`src/rtl/piezo_arb_pkg.sv`:
```
// Shared constants, owner codes, state type and jingle note table for the piezo arbiter.
// Optional build macro PIEZO_ARB_GAP_EN enables GAP_MS silences between jingle notes.
package piezo_arb_pkg;

    localparam logic [1:0] OWN_NONE  = 2'd0;
    localparam logic [1:0] OWN_MISS  = 2'd1;
    localparam logic [1:0] OWN_START = 2'd2;
    localparam logic [1:0] OWN_END   = 2'd3;

    localparam int JINGLE_LEN = 4;
    localparam int CNT_W      = 16;

    // Durations are counted in 1 ms ticks.
    localparam logic [CNT_W-1:0] NOTE_MS    = 16'd150;
    localparam logic [CNT_W-1:0] MISS_MS    = 16'd80;
    localparam logic [CNT_W-1:0] GAP_MS     = 16'd20;
    localparam logic [31:0]      MISS_LIMIT = 32'd250000;

    // Start jingle C5, E5, G5, C6; entry 0 sits in the low word.
    localparam logic [JINGLE_LEN-1:0][31:0] START_NOTES =
        {32'd23900, 32'd31888, 32'd37936, 32'd47801};

    typedef enum logic [2:0] {
        ST_IDLE,
        ST_HIT,
        ST_MISS,
        ST_START_J,
        ST_END_J
    } state_t;

    // The end jingle walks the same table backwards.
    function automatic logic [31:0] note_limit(input logic [1:0] idx, input logic rev);
        logic [1:0] sel;
        sel = rev ? (2'd3 - idx) : idx;
        return START_NOTES[sel];
    endfunction

endpackage

```
`src/rtl/piezo_arbiter_if.sv`:
```
// Request and buzzer-control bundle between game logic, the arbiter and piezo_ctrl.
interface piezo_arbiter_if;
    logic        i_tick;
    logic        i_hit_en;
    logic [31:0] i_hit_limit;
    logic        i_miss_pulse;
    logic        i_start_pulse;
    logic        i_end_pulse;
    logic        o_play_en;
    logic [31:0] o_cnt_limit;
    logic [1:0]  o_owner;
    logic        o_busy;

    modport master (
        output i_tick, i_hit_en, i_hit_limit, i_miss_pulse, i_start_pulse, i_end_pulse,
        input  o_play_en, o_cnt_limit, o_owner, o_busy
    );

    modport slave (
        input  i_tick, i_hit_en, i_hit_limit, i_miss_pulse, i_start_pulse, i_end_pulse,
        output o_play_en, o_cnt_limit, o_owner, o_busy
    );
endinterface

```
`src/rtl/piezo_jingle_seq.sv`:
```
// Jingle note sequencer: note index, per-note tick counter, optional gap phase and done strobe.
// With PIEZO_ARB_GAP_EN defined, a GAP_MS silence follows every note except the last.
module piezo_jingle_seq
    import piezo_arb_pkg::*;
(
    input  logic        clk,
    input  logic        rst,
    input  logic        i_load,
    input  logic        i_dir,
    input  logic        i_active,
    input  logic        i_tick,
    output logic [31:0] o_limit_next,
    output logic        o_gap_next,
    output logic        o_done
);

    logic [1:0]       r_idx, w_idx_next;
    logic [CNT_W-1:0] r_cnt, w_cnt_next;
    logic             r_gap, w_gap_next;
    logic             r_dir, w_dir_next;

    // A load wins over a tick in the same cycle, so that tick is never counted.
    always_comb begin
        w_idx_next = r_idx;
        w_cnt_next = r_cnt;
        w_gap_next = r_gap;
        w_dir_next = r_dir;
        o_done     = 1'b0;
        if (i_load) begin
            w_idx_next = 2'd0;
            w_cnt_next = NOTE_MS;
            w_gap_next = 1'b0;
            w_dir_next = i_dir;
        end else if (i_active && i_tick) begin
            if (r_cnt == CNT_W'(1)) begin
                if (!r_gap && (r_idx == 2'(JINGLE_LEN - 1))) begin
                    o_done = 1'b1;
`ifdef PIEZO_ARB_GAP_EN
                end else if (!r_gap) begin
                    w_gap_next = 1'b1;
                    w_cnt_next = GAP_MS;
`endif
                end else begin
                    w_gap_next = 1'b0;
                    w_idx_next = r_idx + 2'd1;
                    w_cnt_next = NOTE_MS;
                end
            end else begin
                w_cnt_next = r_cnt - CNT_W'(1);
            end
        end
    end

    assign o_limit_next = note_limit(w_idx_next, w_dir_next);
    assign o_gap_next   = w_gap_next;

    always_ff @(posedge clk or posedge rst) begin
        if (rst) begin
            r_idx <= 2'd0;
            r_cnt <= '0;
            r_gap <= 1'b0;
            r_dir <= 1'b0;
        end else begin
            r_idx <= w_idx_next;
            r_cnt <= w_cnt_next;
            r_gap <= w_gap_next;
            r_dir <= w_dir_next;
        end
    end

endmodule

```
`src/rtl/piezo_arbiter.sv`:
```
// Fixed-priority buzzer arbiter (END > START > MISS > HIT) with preemption and registered outputs.
// Build macro PIEZO_ARB_GAP_EN (handled in piezo_jingle_seq) inserts silences between jingle notes.
module piezo_arbiter
    import piezo_arb_pkg::*;
(
    input  logic           clk,
    input  logic           rst,
    piezo_arbiter_if.slave bus
);

    state_t           r_state, w_state_next, w_exit_state;
    logic [CNT_W-1:0] r_miss_cnt, w_miss_cnt_next;
    logic             r_play_en, w_play_en_next;
    logic [31:0]      r_cnt_limit, w_cnt_limit_next;
    logic [1:0]       r_owner, w_owner_next;
    logic             r_busy, w_busy_next;

    logic        w_seq_load, w_seq_dir, w_seq_active, w_seq_done, w_seq_gap_next;
    logic [31:0] w_seq_limit_next;

    assign w_seq_active = (r_state == ST_START_J) || (r_state == ST_END_J);
    assign w_seq_load   = bus.i_end_pulse || (bus.i_start_pulse && (r_state != ST_END_J));
    assign w_seq_dir    = bus.i_end_pulse;
    assign w_exit_state = bus.i_hit_en ? ST_HIT : ST_IDLE;

    piezo_jingle_seq u_seq (
        .clk          (clk),
        .rst          (rst),
        .i_load       (w_seq_load),
        .i_dir        (w_seq_dir),
        .i_active     (w_seq_active),
        .i_tick       (bus.i_tick),
        .o_limit_next (w_seq_limit_next),
        .o_gap_next   (w_seq_gap_next),
        .o_done       (w_seq_done)
    );

    always_comb begin
        w_state_next     = r_state;
        w_miss_cnt_next  = r_miss_cnt;
        w_play_en_next   = 1'b0;
        w_cnt_limit_next = r_cnt_limit;
        w_owner_next     = OWN_NONE;
        w_busy_next      = 1'b0;

        // Pulses outrank everything below them; lower ones are simply dropped.
        if (bus.i_end_pulse) begin
            w_state_next = ST_END_J;
        end else if (bus.i_start_pulse && (r_state != ST_END_J)) begin
            w_state_next = ST_START_J;
        end else if (bus.i_miss_pulse && !w_seq_active) begin
            w_state_next    = ST_MISS;
            w_miss_cnt_next = MISS_MS;
        end else begin
            case (r_state)
                ST_IDLE: if (bus.i_hit_en) w_state_next = ST_HIT;
                ST_HIT:  if (!bus.i_hit_en) w_state_next = ST_IDLE;
                ST_MISS: begin
                    if (bus.i_tick) begin
                        if (r_miss_cnt == CNT_W'(1)) w_state_next = w_exit_state;
                        else w_miss_cnt_next = r_miss_cnt - CNT_W'(1);
                    end
                end
                ST_START_J, ST_END_J: if (w_seq_done) w_state_next = w_exit_state;
                default: w_state_next = ST_IDLE;
            endcase
        end

        case (w_state_next)
            ST_HIT: begin
                w_play_en_next   = 1'b1;
                w_cnt_limit_next = bus.i_hit_limit;
            end
            ST_MISS: begin
                w_play_en_next   = 1'b1;
                w_cnt_limit_next = MISS_LIMIT;
                w_owner_next     = OWN_MISS;
                w_busy_next      = 1'b1;
            end
            ST_START_J, ST_END_J: begin
                w_play_en_next = !w_seq_gap_next;
                if (!w_seq_gap_next) w_cnt_limit_next = w_seq_limit_next;
                w_owner_next = (w_state_next == ST_START_J) ? OWN_START : OWN_END;
                w_busy_next  = 1'b1;
            end
            default: ;
        endcase
    end

    always_ff @(posedge clk or posedge rst) begin
        if (rst) begin
            r_state     <= ST_IDLE;
            r_miss_cnt  <= '0;
            r_play_en   <= 1'b0;
            r_cnt_limit <= '0;
            r_owner     <= OWN_NONE;
            r_busy      <= 1'b0;
        end else begin
            r_state     <= w_state_next;
            r_miss_cnt  <= w_miss_cnt_next;
            r_play_en   <= w_play_en_next;
            r_cnt_limit <= w_cnt_limit_next;
            r_owner     <= w_owner_next;
            r_busy      <= w_busy_next;
        end
    end

    assign bus.o_play_en   = r_play_en;
    assign bus.o_cnt_limit = r_cnt_limit;
    assign bus.o_owner     = r_owner;
    assign bus.o_busy      = r_busy;

endmodule

```
`src/flat_wrapper.sv`:
```
// flat-port wrapper written by rule: the top's interface ports become plain ports
module piezo_arbiter_flat import piezo_arb_pkg::*;
  (clk, rst, bus_i_tick, bus_i_hit_en, bus_i_hit_limit, bus_i_miss_pulse, bus_i_start_pulse, bus_i_end_pulse, bus_o_play_en, bus_o_cnt_limit, bus_o_owner, bus_o_busy);
  piezo_arbiter_if bus_i ();
  input  logic clk;
  input  logic rst;
  input wire logic [$bits(bus_i.i_tick)-1:0] bus_i_tick;
  input wire logic [$bits(bus_i.i_hit_en)-1:0] bus_i_hit_en;
  input wire logic [$bits(bus_i.i_hit_limit)-1:0] bus_i_hit_limit;
  input wire logic [$bits(bus_i.i_miss_pulse)-1:0] bus_i_miss_pulse;
  input wire logic [$bits(bus_i.i_start_pulse)-1:0] bus_i_start_pulse;
  input wire logic [$bits(bus_i.i_end_pulse)-1:0] bus_i_end_pulse;
  output wire logic [$bits(bus_i.o_play_en)-1:0] bus_o_play_en;
  output wire logic [$bits(bus_i.o_cnt_limit)-1:0] bus_o_cnt_limit;
  output wire logic [$bits(bus_i.o_owner)-1:0] bus_o_owner;
  output wire logic [$bits(bus_i.o_busy)-1:0] bus_o_busy;
  assign bus_i.i_tick = bus_i_tick;
  assign bus_i.i_hit_en = bus_i_hit_en;
  assign bus_i.i_hit_limit = bus_i_hit_limit;
  assign bus_i.i_miss_pulse = bus_i_miss_pulse;
  assign bus_i.i_start_pulse = bus_i_start_pulse;
  assign bus_i.i_end_pulse = bus_i_end_pulse;
  assign bus_o_play_en = bus_i.o_play_en;
  assign bus_o_cnt_limit = bus_i.o_cnt_limit;
  assign bus_o_owner = bus_i.o_owner;
  assign bus_o_busy = bus_i.o_busy;
  piezo_arbiter u_core (.clk(clk), .rst(rst), .bus(bus_i));
endmodule
```
`config.mk`:
```
export PLATFORM = sky130hd
export DESIGN_NAME = piezo_arbiter_flat
export DESIGN_NICKNAME = d
export VERILOG_FILES = /design/src/rtl/piezo_arb_pkg.sv /design/src/rtl/piezo_arbiter_if.sv /design/src/rtl/piezo_jingle_seq.sv /design/src/rtl/piezo_arbiter.sv /design/src/flat_wrapper.sv
export SDC_FILE = /design/constraint.sdc
export NUM_CORES = 1
export LEC_CHECK = 0
export ABC_AREA = 1
export BUFFER_PORTS_ARGS = -buffer_cell sky130_fd_sc_hd__buf_2
export CAP_MARGIN = 40
export CORE_UTILIZATION = 49
export DETAILED_ROUTE_END_ITERATION = 10
export PLACE_DENSITY = 0.74
export SLEW_MARGIN = 20
export SYNTH_ARGS = -nofsm -noshare
export SYNTH_HDL_FRONTEND = slang
export SYNTH_SLANG_ARGS = --single-unit
```
`constraint.sdc`:
```
create_clock -name clk -period 2.6 [get_ports clk]
set_input_delay 0.13 -clock clk [delete_from_list [all_inputs] [get_ports clk]]
set_output_delay 0.13 -clock clk [all_outputs]
set_load 0.05 [all_outputs]
```
After elaboration in Yosys (flattened, before gate mapping)
Index checks and enable logic that the tools add are counted.
{"block": "word_totals", "word_cells": 93, "reg_bits": 75, "out_inout_bits": 36, "in_bits": 39}
{"block": "classes", "bitwise": 2, "addsub": 4, "order_cmp": 1, "reduce_logical": 21, "muxes": 40, "eq_ne": 15}
{"op": "$mux 16", "n": 8}
{"op": "$pmux 32 s3", "n": 1}
{"op": "$bmux 32 s2", "n": 1}
{"op": "$mux 32", "n": 2}
{"op": "$eq 16x1->1 const B", "n": 2}
{"op": "$sub 16x1->16 const B", "n": 2}
{"op": "$mux 3", "n": 8}
{"op": "$eq 3x2->1 const B", "n": 4}
{"op": "$mux 1", "n": 12}
{"op": "$pmux 3 s4", "n": 1}
{"op": "$mux 2", "n": 5}
{"op": "$eq 3x1->1 const B", "n": 2}
{"op": "$eq 3x3->1 const B", "n": 2}
{"op": "$ne 3x3->1 const B", "n": 2}
{"op": "$reduce_bool 2->1", "n": 3}
{"op": "$reduce_or 2->1", "n": 3}
{"op": "$reduce_and 5->1", "n": 1}
{"op": "$logic_and 1x1->1", "n": 4}
{"op": "$pmux 2 s2", "n": 1}
{"op": "$reduce_and 2->1", "n": 2}
{"op": "$logic_not 1->1", "n": 3}
{"op": "$logic_not 3->1", "n": 1}
{"op": "$lt 2x3->1 const B", "n": 1}
{"op": "$reduce_bool 3->1", "n": 1}
{"op": "other kinds (9)", "n": 11}

Logic depth before layout (Yosys ltp)
{"block": "logic_depth", "depth_word": 15, "ltp_mapped": 20, "mapped_depth_nobuf": 19}

Cells and area by module
A second synthesis with hierarchy kept.
{"block": "hier_totals", "cells_unflattened": 672, "hier_area_um2": 4805.9}
{"mod": "piezo_arbiter", "n_inst": 1, "area_per_inst_um2": 3158.0, "seq_area_each_um2": 1376.3, "cells_each": 427}
{"mod": "piezo_jingle_seq", "n_inst": 1, "area_per_inst_um2": 1647.8, "seq_area_each_um2": 500.5, "cells_each": 245}

Worst setup path after synthesis
OpenSTA, ideal clock, no wires.
{"block": "synth_path", "path_type": "reg-to-reg", "from": "register u_core.u_seq.r_cnt[1]", "to": "register u_core.r_cnt_limit[7] (netlist: u_core.bus.o_cnt_limit[7])", "path_slack_ns": 0.135, "stages_incl_launch_ff": 18, "period_less_slack_ns": 2.465, "arrival_time_ns": 2.347, "cell_sequence": "dfrtp_1 > inv_1 > ha_1 > nand3_1 > nor2_2 > nand2_4 > nor2_8 > nand2_1 > a21oi_1 > o21a_1 > xor2_1 > inv_1 > ha_1 > or2_2 > nand2_1 > nand3_1 > nand2_1 > nand2_1"}
{"element": "start: declaration", "line": "piezo_jingle_seq.sv:18", "source": "logic [CNT_W-1:0] r_cnt, w_cnt_next;"}
{"element": "start signal: assignment", "line": "piezo_jingle_seq.sv:65", "source": "r_cnt <= w_cnt_next;"}
{"element": "$eq 16x1->1 (*)", "line": "piezo_jingle_seq.sv:35", "source": "if (r_cnt == CNT_W'(1)) begin"}
{"element": "$mux 2 (*)", "line": "piezo_jingle_seq.sv:35"}
{"element": "$mux 2 (*)", "line": "piezo_jingle_seq.sv:34", "source": "end else if (i_active && i_tick) begin"}
{"element": "$mux 2 (*)", "line": "piezo_jingle_seq.sv:29", "source": "if (i_load) begin"}
{"element": "net u_core.u_seq.w_idx_next[0]", "line": "piezo_jingle_seq.sv:17", "source": "logic [1:0] r_idx, w_idx_next;"}
{"element": "$sub 2x2->2", "line": "piezo_arb_pkg.sv:34", "source": "sel = rev ? (2'd3 - idx) : idx;"}
{"element": "$mux 2 (*)", "line": "piezo_arb_pkg.sv:34"}
{"element": "$bmux 32 s2 (*)", "line": "piezo_arb_pkg.sv:35", "source": "return START_NOTES[sel];"}
{"element": "$mux 32 (not written as such) (*)", "line": "piezo_arb_pkg.sv:35"}
{"element": "$mux 32 (*)", "line": "piezo_arbiter.sv:82", "source": "if (!w_seq_gap_next) w_cnt_limit_next = w_seq_limit_next;"}
{"element": "$pmux 32 s3 (*)", "line": "piezo_arbiter.sv:69", "source": "case (w_state_next)"}
{"element": "end signal: assignment", "line": "piezo_arbiter.sv:102", "source": "r_cnt_limit <= w_cnt_limit_next;"}
{"element": "end: declaration", "line": "piezo_arbiter.sv:14", "source": "logic [31:0] r_cnt_limit, w_cnt_limit_next;"}
Mark *: on every way through the listed nets, which the timed path passes. The rest lies on a longest branch. The select of a mux whose other input is x is not followed.
A chain may end at the register's enable or synchronous reset.

Final worst setup path
{"block": "layout_path", "from": "register u_core.u_seq.r_cnt[10]", "to": "register u_core.r_cnt_limit[13] (netlist: u_core.bus.o_cnt_limit[13])"}
{"block": "layout_between", "elab_chain_len": 13}
{"element": "$eq 16x1->1 (*)", "line": "piezo_jingle_seq.sv:35"}
{"element": "$mux 1", "line": "piezo_jingle_seq.sv:35"}
{"element": "$mux 1", "line": "piezo_jingle_seq.sv:34"}
{"element": "$mux 1", "line": "piezo_jingle_seq.sv:29"}
{"element": "$mux 3", "line": "piezo_arbiter.sv:64", "source": "ST_START_J, ST_END_J: if (w_seq_done) w_state_next = w_exit_state;"}
{"element": "$pmux 3 s4", "line": "piezo_arbiter.sv:55", "source": "case (r_state)"}
{"element": "$mux 3", "line": "piezo_arbiter.sv:51", "source": "end else if (bus.i_miss_pulse && !w_seq_active) begin"}
{"element": "$mux 3", "line": "piezo_arbiter.sv:49", "source": "end else if (bus.i_start_pulse && (r_state != ST_END_J)) begin"}
{"element": "$mux 3", "line": "piezo_arbiter.sv:47", "source": "if (bus.i_end_pulse) begin"}
{"element": "$eq 3x3->1 or $eq 3x2->1 (tied branches)", "line": "piezo_arbiter.sv:69"}
{"element": "$reduce_or 2->1", "line": "piezo_arbiter.sv:69"}
{"element": "$ne 2x2->1 (no source line) or $reduce_bool 3->1 (tied branches)"}
{"element": "$reduce_and 2->1 (no source line)"}
Every way passes the cells marked *; elsewhere a longest branch is shown, timed or not. The select of a mux whose other input is x is not followed.

==> summary.md <==
| Metric | Value |
|---|---|
| Maxcap violations | 0 |
| Required time at the endpoint of the critical path | 2.89 ns |
| Area growth from synthesis to final layout | 20.44% |
| Number of distinct library cell variants in the gate-level netlist after synthesis | 37 |
| Routability congestion estimate from global placement | 0.8142 |
| Syn Inst Count | 498 |
| DRC violations left | 0 |
| Launch instance of the worst register-to-register path | u_core.u_seq.r_cnt[10]$_DFFE_PP0P_ |
| Placeable core region | 7888 um2 |
| Clk slew on worst S/H paths | 0.07 ns |
| Result of the run | completed |
| Largest stage delay on the critical path | 0.43 ns |
| End of the critical path | u_core.bus.o_cnt_limit[13]$_DFFE_PP0P_ |
| Number of stages on the worst setup path | 15 |
| Number of nets in the layout | 636 |
| Count of inserted antenna diode cells | 0 |
| Root buffer selected by CTS | clkbuf_8 |
| Net switching power | 1.591 mW |
| H-tree Lvls | 3 |
| Max Buffers Root-to-Sink | 2 |
| Number of nets in the synthesized netlist | 547 |
| Clock tree from TritonCTS | yes |
| Routed vias/inst | 5.228 |
| Worst-case vdd ir drop | 567.0 uV |
| Post-route cell area | 4911 um2 |
| Capture point of the worst reg-to-reg path | u_core.bus.o_cnt_limit[13]$_DFFE_PP0P_ |
| Critical path peak fanout | 4 |
| Kind of cell adding the most delay to the critical path | simple AND/OR/NAND/NOR gates |
| Worst setup skew after layout | 0.01030 ns |
| Hold WS | 0.03225 ns |
| Final Critical Period | 2.477 ns |
| Worst min-delay path class | in -> reg |
| Pin count of the biggest net entering global routing | 48 |
| GRT Total Usage | 0.2206 |
| Share of the clock period used by the worst path after layout | 0.9527 |
| Highest-count cells in the layout ignoring fill and taps | nand2_1, dfrtp_1, buf_2 |
| Count of pins on the block boundary | 75 |
| Pleak | 2.593 nW |
| Share of final-layout standard cells stronger than drive strength 1 | 0.2736 |
| Final Setup Violations | 0 |
| Share of total power in combinational logic | 0.377 |
| Worst setup slack before clock tree synthesis | 0.04166 ns |
| Endpoint type of the worst setup path | register |
| Effective utilization at floorplan | 0.5170 |
| Total overflow reported by the global router | 0 |
| Cell-by-cell listing of the critical path | nor2_4 -> nand2_2 -> nor2_4 -> nand2_4 -> nor2_8 -> nand2_4 -> buf_4 -> o21ai_2 -> xor2_1 -> ha_2 -> or2_4 -> nand2_4 -> nand2_1 -> nand2_1 -> nand2_1 |
| Post-Place Cell Area | 4607 um2 |
| Number of warnings issued by yosys | 0 |
| Register cell area after layout | 1877 um2 |
| Count of vias placed by the detailed router | 3628 |
| Switch share | 0.4183 |
| Initial detailed-routing violation count | 200 |
| Synthesis-stage register bit count | 75 |
| Setup ws final | 0.1230 ns |
| Initial antenna violation count | 0 |
| Row count | 32 |
| CTS buffer count | 9 |
| Sequential fraction of the synthesis area | 0.4603 |
| Slew at the pin closest to its max-slew limit | 0.6347 ns |
| Syn Std Cell Area | 4078 um2 |
| Launch point of the worst path | u_core.u_seq.r_cnt[10]$_DFFE_PP0P_ |
| Filler Cells Inserted | 686 |
| Number of global-route vias before repair | 3383 |
| Cell-internal power | 2.212 mW |
| Clock Latency Late Sink | 0.35 ns |
| Detailed placement HPWL | 6445 um |
| Die outline width | 93.23 um |
| Crit path arrival time | 2.76 ns |
| First-pass detailed-route iteration total | 4 |
| Critical path start-end classification | reg -> reg |
| Final Hold Violating Endpoints | 0 |
| Setup crit start kind | register |
| Buffers on Ports | 74 |
| Clock group share of total power | 0.234 |
| Depth of the worst register-to-register path | 15 |
| Routed length per placed instance | 13.16 um |
| Post-DRT Antenna Nets | 0 |
| Pwr/cell area | 774.3 nW/um2 |
| Reg-to-reg slack, setup | 0.12 ns |
| Sum of routed wire length over all layers | 9134 um |
| Cell with the largest stage delay on the worst path | dfrtp_1 |
| Bufs and invs on worst path | 1 |
| Sequential fraction of design power | 0.389 |
| Worst slew margin relative to its limit | 0.5762 |
| Wire length of the first global-routing pass | 15230 um |
| Die Footprint | 8691 um2 |
| Max Transition Viols Final | 0 |
| Sink count of the clock tree | 75 |
| Most common cell after layout, fill and taps aside | nand2_1 |
| Mapped Avg Cell Area | 8.188 um2 |
| Area used by multi-input combinational logic | 1967 um2 |
| Die span in y | 93.23 um |
| Maximum operating frequency | 0.4037 GHz |
## synth_stat cells, drive strengths merged
master / n / share of area
ha: 10 / 0.031
clkbuf: 2 / 0.0018
o21a: 4 / 0.0074
xor2: 4 / 0.0086
nand4: 23 / 0.039
buf: 10 / 0.018
nand3b: 1 / 0.0018
and3: 1 / 0.0015
nor2: 49 / 0.064
a21oi: 27 / 0.036
inv: 55 / 0.052
o21bai: 1 / 0.0018
nand3: 52 / 0.066
or2: 6 / 0.0092
o21ai: 16 / 0.020
nor4: 2 / 0.0031
a31oi: 1 / 0.0015
dfrtp: 75 / 0.46
clkinv: 1 / 0.00092
xnor2: 2 / 0.0043
nand2: 145 / 0.16
nor3: 11 / 0.014
## worst reg2reg max path, delay by kind of cell, from the launching register on
kind                     cells  cell delay, ns
AO/OA/AOI/OAI                1            0.19
XOR/XNOR                     1            0.39
adder cells (fa/ha/maj)      1            0.27
buffers and inverters        1            0.14
flip-flops                   1            0.43
AND/OR/NAND/NOR             11            1.00
## logic make-up after synthesis
logic type	after synthesis	share of synthesized area
DFF	75	0.4603
xor gates and xnor gates	6	0.01289
AOI/OAI and AO/OA	49	0.06628
buffers and inverters	68	0.07272
adders and majority gates	10	0.03068
and+or+nand+nor	290	0.3572
## power groups by stage
stage | clock, mW | sequential (mW) | combinational [mW]
after floorplan | 0 | 1.87 | 0.681
final | 0.891 | 1.48 | 1.43
after CTS | 0.906 | 1.47 | 1.41
after detailed placement | 0 | 1.49 | 1.40
after global routing | 0.947 | 1.50 | 1.56
after global placement | 0 | 1.49 | 1.38
## through the flow
stage / utilization / setup TNS [ns] / cells / power [mW]
2_1_floorplan: - / 0 / 498 / 2.553
3_3_place_gp: 0.5841 / 0 / 672 / 2.863
3_5_place_dp: 0.5841 / 0 / 672 / 2.894
4_1_cts: 0.6112 / 0 / 689 / 3.788
5_1_grt: 0.6226 / -0.03085 / 694 / 4.009
6_report: 0.6226 / 0 / 694 / 3.803
## worst min-delay path by stage
stage                   startpoint                                     end  cells past startpoint
6_report       bus_i_hit_limit[23]  u_core.bus.o_cnt_limit[23]$_DFFE_PP0P_                      3
5_1_grt        bus_i_hit_limit[30]  u_core.bus.o_cnt_limit[30]$_DFFE_PP0P_                      3
4_1_cts        bus_i_hit_limit[31]  u_core.bus.o_cnt_limit[31]$_DFFE_PP0P_                      3
2_1_floorplan      bus_i_end_pulse             u_core.r_state[2]$_DFF_PP0_                      2
3_3_place_gp                   rst  u_core.bus.o_cnt_limit[11]$_DFFE_PP0P_                      2
3_5_place_dp                   rst  u_core.bus.o_cnt_limit[11]$_DFFE_PP0P_                      2
## sequential cells by signal, summed over array words and instances (netlist names)
register and cells:
u_core.u_seq.r_cnt 16, u_core.bus.o_owner 2, u_core.u_seq.r_idx 2, u_core.bus.o_play_en 1, u_core.bus.o_cnt_limit 32, u_core.u_seq.r_gap 1, u_core.bus.o_busy 1, u_core.r_miss_cnt 16
u_core.r_state 3, u_core.u_seq.r_dir 1
## what timing repair did
item / in CTS / in global routing
pin swaps: 0 / 8
hold buffers: 1 / 0
buffers inserted: 0 / 5
endpoints found under the setup margin: 1 / 7
resized for setup: 3 / 13
endpoints found under the hold margin: 28 / 0
## final cells by class
type	instances	area share
inverter	56	0.04382
clock buffer	11	0.02879
sequential	75	0.3822
multi-input combinational	355	0.4005
clock inverter	5	0.01070
tap	102	0.02599
timing repair buffer	90	0.1080
## layer usage
layer,track usage,part of all wire,up-vias
li1,-,-,1796
met1,0.2922,0.44,1721
met2,0.3615,0.50,91
met3,0.03252,0.042,20
met4,0.09359,0.020,0
met5,0,0,-
Power figures use the tool's default switching activity.
